File: config.mk
export PLATFORM = sky130hd
export DESIGN_NAME = bcd_countdown
export DESIGN_NICKNAME = d
export VERILOG_FILES = /design/src/rtl/bcd_countdown.sv
export SDC_FILE = /design/constraint.sdc
export NUM_CORES = 1
export LEC_CHECK = 0
export CAP_MARGIN = 25
export CORE_MARGIN = 3
export CORE_UTILIZATION = 49
export CTS_CLUSTER_DIAMETER = 40
export DETAILED_ROUTE_END_ITERATION = 12
export PLACE_DENSITY = 0.91
export SYNTH_ARGS = -nofsm -noshare
export SYNTH_HDL_FRONTEND = slang
export SYNTH_SLANG_ARGS = --single-unit
File: constraint.sdc
create_clock -name clk -period 2.7 [get_ports clk]
set_clock_uncertainty 0.1 [all_clocks]
set_input_delay 0.405 -clock clk [delete_from_list [all_inputs] [get_ports clk]]
set_output_delay 0.405 -clock clk [all_outputs]
set_load 0.05 [all_outputs]
File: src/rtl/bcd_countdown.sv
// Multi-digit BCD down-counter with prescaled tick qualification, pause/resume
// and a registered one-cycle completion pulse. Digit 0 sits in bits [3:0].
module bcd_countdown #(
    parameter int DIGITS   = 4,
    parameter int PRESCALE = 1
) (
    input  logic                  clk,
    input  logic                  reset,
    input  logic                  dec_in,
    input  logic                  load,
    input  logic [4*DIGITS-1:0]   preset_in,
    input  logic                  start,
    input  logic                  pause,
    output logic [4*DIGITS-1:0]   dec_out,
    output logic                  running,
    output logic                  zero,
    output logic                  done_pulse,
    output logic                  borrow_out
);

    localparam int W = 4 * DIGITS;
    localparam logic [7:0] PRE_LAST = 8'(PRESCALE - 1);

    typedef enum logic [1:0] {S_IDLE, S_RUN, S_PAUSED, S_DONE} state_t;

    state_t         r_state;
    logic [7:0]     r_pre;
    logic [W-1:0]   r_cnt;
    logic           r_done_pulse;

    logic [W-1:0]       w_dec;
    logic [W-1:0]       w_clamp;
    logic [DIGITS-1:0]  w_lz;
    logic               w_dec_zero;

    // w_lz[g] is high when every digit below g is zero, i.e. digit g receives a borrow.
    assign w_lz[0] = 1'b1;

    for (genvar g = 0; g < DIGITS; g++) begin : g_dig
        logic [3:0] w_d;
        logic [3:0] w_p;
        assign w_d = r_cnt[4*g +: 4];
        assign w_p = preset_in[4*g +: 4];
        if (g < DIGITS - 1) begin : g_chain
            assign w_lz[g+1] = w_lz[g] & (w_d == 4'd0);
        end
        assign w_dec[4*g +: 4]   = !w_lz[g] ? w_d : ((w_d == 4'd0) ? 4'd9 : w_d - 4'd1);
        assign w_clamp[4*g +: 4] = (w_p > 4'd9) ? 4'd9 : w_p;
    end

    assign w_dec_zero = (w_dec == '0);

    always_ff @(posedge clk or negedge reset) begin
        if (!reset) begin
            r_state      <= S_IDLE;
            r_pre        <= 8'd0;
            r_cnt        <= '0;
            r_done_pulse <= 1'b0;
        end else begin
            r_done_pulse <= 1'b0;
            if (load) begin
                r_cnt   <= w_clamp;
                r_pre   <= 8'd0;
                r_state <= S_IDLE;
            end else begin
                case (r_state)
                    S_IDLE: begin
                        if (!pause && start) begin
                            if (r_cnt == '0) begin
                                r_state      <= S_DONE;
                                r_done_pulse <= 1'b1;
                            end else begin
                                r_state <= S_RUN;
                            end
                        end
                    end
                    S_RUN: begin
                        if (pause) begin
                            r_state <= S_PAUSED;
                        end else if (dec_in) begin
                            if (r_pre == PRE_LAST) begin
                                r_pre <= 8'd0;
                                r_cnt <= w_dec;
                                if (w_dec_zero) begin
                                    r_state      <= S_DONE;
                                    r_done_pulse <= 1'b1;
                                end
                            end else begin
                                r_pre <= r_pre + 8'd1;
                            end
                        end
                    end
                    S_PAUSED: begin
                        if (!pause && start) r_state <= S_RUN;
                    end
                    S_DONE: ;
                    default: r_state <= S_IDLE;
                endcase
            end
        end
    end

    assign dec_out    = r_cnt;
    assign running    = (r_state == S_RUN);
    assign zero       = (r_cnt == '0);
    assign done_pulse = r_done_pulse;
    assign borrow_out = 1'b0;

endmodule

### Word-level counts from Yosys, hierarchy flattened

Cells that the tools add are included.
Widths: inputs -> output; s select.

| storage, ports and cells | value |
|---|---|
| register bits after elaboration | 27 |
| output and inout port bits | 20 |
| logic and storage cells | 78 |

| operators by class | value |
|---|---|
| add/sub/neg operators | 5 |
| magnitude comparators | 4 |
| equality and inequality tests | 8 |
| mux-type cells | 38 |
| bitwise logic cells | 2 |
| reduce and logical (&&, ||, !) cells | 17 |

Operator list:

| cell | number |
|---|---|
| $mux 16 | 5 |
| $mux 4 | 11 |
| $mux 8 | 5 |
| $logic_not 16->1 | 2 |
| $gt 4x4->1 const B | 4 |
| $logic_not 4->1 | 4 |
| $mux 2 | 8 |
| $sub 4x1->4 const B | 4 |
| $add 8x1->8 const B | 1 |
| $logic_not 8->1 | 1 |
| $ne 4x3->1 const B | 2 |
| $mux 1 | 7 |
| $ne 3x3->1 const B | 2 |
| $pmux 2 s3 | 1 |
| $reduce_and 6->1 | 1 |
| $reduce_bool 2->1 | 3 |
| $ne 4x4->1 const B | 1 |
| $reduce_and 4->1 | 1 |
| $reduce_bool 4->1 | 1 |
| $reduce_and 3->1 | 1 |
| $and 1x1->1 | 2 |
| $eq 2x1->1 const B | 1 |
| $eq 2x2->1 const B | 1 |
| $logic_not 2->1 | 1 |
| other kinds (4) | 4 |

### Logic depth before layout (Yosys ltp)

| depth | value |
|---|---|
| depth in word-level cells | 11 |
| gate-level depth with buffers | 9 |
| depth with buffers taken out | 7 |

### Worst setup path before layout

No wires, ideal clock.

| path | value |
|---|---|
| kind | reg2out |
| from | register r_cnt[1] (netlist: dec_out[1]) |
| to | output port zero |
| arrival | 1.905 ns |
| data required time | 2.195 ns |
| slack | 0.290 ns |
| stages on the path, launching flop included | 5 |
| buffers on the path | 1 |
| path through | dfrtp_1 -> clkbuf_2 -> nor4_4 -> nand3b_1 -> nor2_1 |

| between the ends | value |
|---|---|
| cells in the longest elaborated chain, start to end | 1 |

RTL lines:

| item | line | source |
|---|---|---|
| start: declaration | 28 | `logic [W-1:0] r_cnt;` |
| start signal: assignment | 62 | `r_cnt <= w_clamp;` |
| start signal: assignment | 83 | `r_cnt <= w_dec;` |
| $logic_not 16->1 | 105 | `assign zero = (r_cnt == '0);` |
| end: declaration | 16 | `output logic zero,` |

No other way between the ends.

### Worst setup path in the final report

| path | value |
|---|---|
| from | register r_state[1] |
| to | output port running |

| between the ends | value |
|---|---|
| cells in the longest elaborated chain, start to end | 1 |

RTL lines:

| item | line | source |
|---|---|---|
| start: declaration | 26 | `state_t r_state;` |
| start signal: assignment | 55 | `r_state <= S_IDLE;` |
| start signal: assignment | 64 | `r_state <= S_IDLE;` |
| start signal: assignment | 70 | `r_state <= S_DONE;` |
| $eq 2x1->1 | 104 | `assign running = (r_state == S_RUN);` |
| end: declaration | 15 | `output logic running,` |

No other way between the ends.

==> impl_results.md <==
* # IOs at 42
* Synth Area in XOR/XNOR at under 10%
* Syn_area_per_cell at approximately 8.7 µm²
* Post-synthesis cell count at around 200
* Net Sw Frac at ~36%
* Power per cell area at 432 nW/µm²
* Worst path max stage delay at between 0.8 and 0.9 ns
* Port buffer count at 40
* Top_reg_cell synth: dfrtp_1
* Slew HR at 63.9%
* Worst path buffer plus inverter count at 2
* Final Core Density at just under 70%
* Netlist Area Pre-Place at 1730 µm²
* Syn. warnings at 0
* Skew-Pair Late Insertion Delay at roughly 0.33 ns
* Int Power at 601 µW
* FF-to-FF path depth at 7
* Cell-by-cell trace of the critical path: inv_1 -> ha_1 -> clkdlybuf4s50_1
* Max clock buf depth at 2
* Via count at between 1500 and 2000
* Post-synth net total at between 200 and 250
* Core Region at approximately 3200 µm²
* Top Family by Delay on Critical Path: buffers and inverters
* RSZ-0062 raised after global routing: false
* Combinational power share at a little under a third
* EDFF count, synth at 0
* Layout cells sized above 1 at under 10%
* Seq pwr share at roughly half
* RR Startpoint: r_state[1]
* Row Count at 20
* Slowest CP cell: clkdlybuf4s50_1
* Detail Placement HPWL at 3.02 mm
* Avg WL per Cell at ~14 µm
* Drc violations at 0
* Req. time, crit path at roughly 2.2 ns
* Final hold violation count at 0
* Worst Setup SP: r_state[1]
* TritonRoute pass-1 iters at 4
* Clock power share at around a fifth
* Crit start category: register
* MaxCap Viol Count at 0
* R2R Path End: dec_out[3]
* Count leader, synth: dfrtp_1
* Wirelength, routed at ~4.0 mm
* R2r setup slk at about 0.40 ns
* DRT antenna net count at 0
* Layout Area Growth over Synthesis at 26.4%
* GRT overflow at 0
* Post-synth cell types at 48
* Hold Crit Class: primary input to async pin
* Largest family of logic cells by synthesized area: simple AND/OR/NAND/NOR gates
* Number of synthesized register bits at 27
* CTS Sinks at 27
* Worst setup EP type: primary output
* Status: finished, final reports clean
* Maximum vdd drop at approximately 210 µV
* Final setup viols at 0
* Synth top area share at between 30% and 40%
* Crit-path max FO at 5
* Post-synth top cells: dfrtp_1, nor2_1, nand2_1, o21ai_0, a21oi_1
* Post-synthesis async set-or-reset flop share at 100%
* Slew @ Worst Pin at approximately 0.54 ns
* TNS Setup at 0 ns
* WP data arrival at 1.95 ns
* Max Slew Vio Count at 0
* Die footprint at between 4000 and 5000 µm²
* ANT cells at 0
* Pleak at a little under 0.9 nW
* Initial DRC Count at 122
* Root Buffer: clkbuf_4
* Gr usage total at 19.3%
* Tmin final at between 2 and 2.5 ns
* PostCTS Resize Cnt at 0
* Post-CTS Setup Bufs at 0
* Critical path class: register to primary output
* CTS Buf Count at 3
* Total Power at roughly 940 µW
* H-tree levels at 1
* Post-synthesis compound-gate area fraction at 14.2%
* Vias in the first global route at ~1500
* GPL Wtd Cong at 0.842
* Die span in x at roughly 65 µm
* Final period util at between 90% and 100%
* Nets@finish at about 270
* Area contributors post-synth: dfrtp_1, nor2_1, o21ai_0
* CTS tree: built
* Die Height at 65.4 µm
* Adder-Cell Fraction of Synth Area at under 10%
* First-pass GRT wire length at 6.54 mm
* Initial core utilization at 54.1%
* Net Switching at about 340 µW
* # hold bufs at CTS at 0
* Mux share of post-synthesis cell area at between 4 and 5%
* Largest net degree at the start of global routing at 28
* Routed vias/inst at between 5 and 6
* Clock transition at path regs at between 0.15 and 0.2 ns
* Initial antenna violation count at 0
* Leading area contributor after synthesis: dfrtp_1
* Post-Synth Simple-Gate Area at 28.4%
* Sequential-to-total area share from yosys stat at 39.0%
* Highest clock rate at roughly 410 MHz
-- area by class of cell --
class	instances	area [µm²]
timing repair buffer	44	428
inverter	6	22.5
clock inverter	1	5.00
fill	264	1010
tap	44	55.1
clock buffer	3	22.5
multi-input combinational	156	980
sequential	27	676
-- worst register-to-register path: stages (launching register included) --
cell and delay [ns]:
dfrtp_1 0.41, inv_1 0.11, ha_1 0.26, and3b_1 0.21, nand3_1 0.39, nor4_1 0.43, xnor2_1 0.19, a21oi_1 0.09
-- per-layer routing --
layer | track usage, % | wire length [µm] | up-vias
met1 | 25.4 | 1890 | 743
met5 | 0 | 0 | -
met3 | 3.59 | 169 | 2
met2 | 32.5 | 1940 | 31
met4 | 5.18 | 10 | 0
li1 | - | - | 779
-- how the worst max path moves through the flow --
stage / endpoint / slack (ns) / cells past startpoint
3_3_place_gp: dec_out[10] / 0.39 / 6
5_1_grt: running / 0.19 / 3
4_1_cts: running / 0.25 / 3
2_1_floorplan: zero / 0.29 / 4
6_report: running / 0.24 / 3
3_5_place_dp: dec_out[3] / 0.29 / 6
-- metrics by stage --
stage	cell area (µm²)	worst slack (ns)	std cells	hold WS, ns
CTS	2190	0.251	281	0.339
global route	2190	0.189	281	0.334
finish	2190	0.242	281	0.325
global placement	2160	0.387	277	0.441
detailed placement	2160	0.292	277	0.449
floorplan	1730	0.290	199	0.00941
-- flip-flops by register name, indices dropped and copies added (netlist names) --
name        count
r_pre           8
dec_out        16
r_state         2
done_pulse      1
-- power groups by stage --
stage / clock network, mW / registers, mW / logic (mW)
6_report: 0.186 / 0.469 / 0.290
5_1_grt: 0.210 / 0.473 / 0.309
4_1_cts: 0.187 / 0.468 / 0.291
3_5_place_dp: 0 / 0.475 / 0.289
3_3_place_gp: 0 / 0.476 / 0.284
2_1_floorplan: 0 / 0.539 / 0.111
-- placed cells by master, fill, tap and decap left out, drive strengths merged, types with 2 or more instances in the layout --
cell,instances
ha,5
clkbuf,3
dfrtp,27
nor2,25
and3,2
clkdlybuf4s50,39
inv,6
a21oi,12
nand3,7
mux2i,6
xnor2,6
xor2,6
buf,5
nor2b,4
or3,2
o31a,2
o22ai,2
nand4,4
or2,2
o21ai,15
nor4b,3
nand2,18
nor3,11
nor4,5
o21a,4
-- kinds of logic (layout without fill, tap and decap cells) --
| logic type | count (synthesis) | in the layout |
|---|---|---|
| DFF | 27 | 27 |
| and+or+nand+nor | 90 | 90 |
| buffers and inverters | 16 | 54 |
| AOI/OAI and AO/OA | 41 | 41 |
| xor gates and xnor gates | 12 | 12 |
| other | 1 | 1 |
| adders and majority gates | 5 | 5 |
| muxes | 7 | 7 |
No activity file was read; power rests on OpenSTA's default activity.
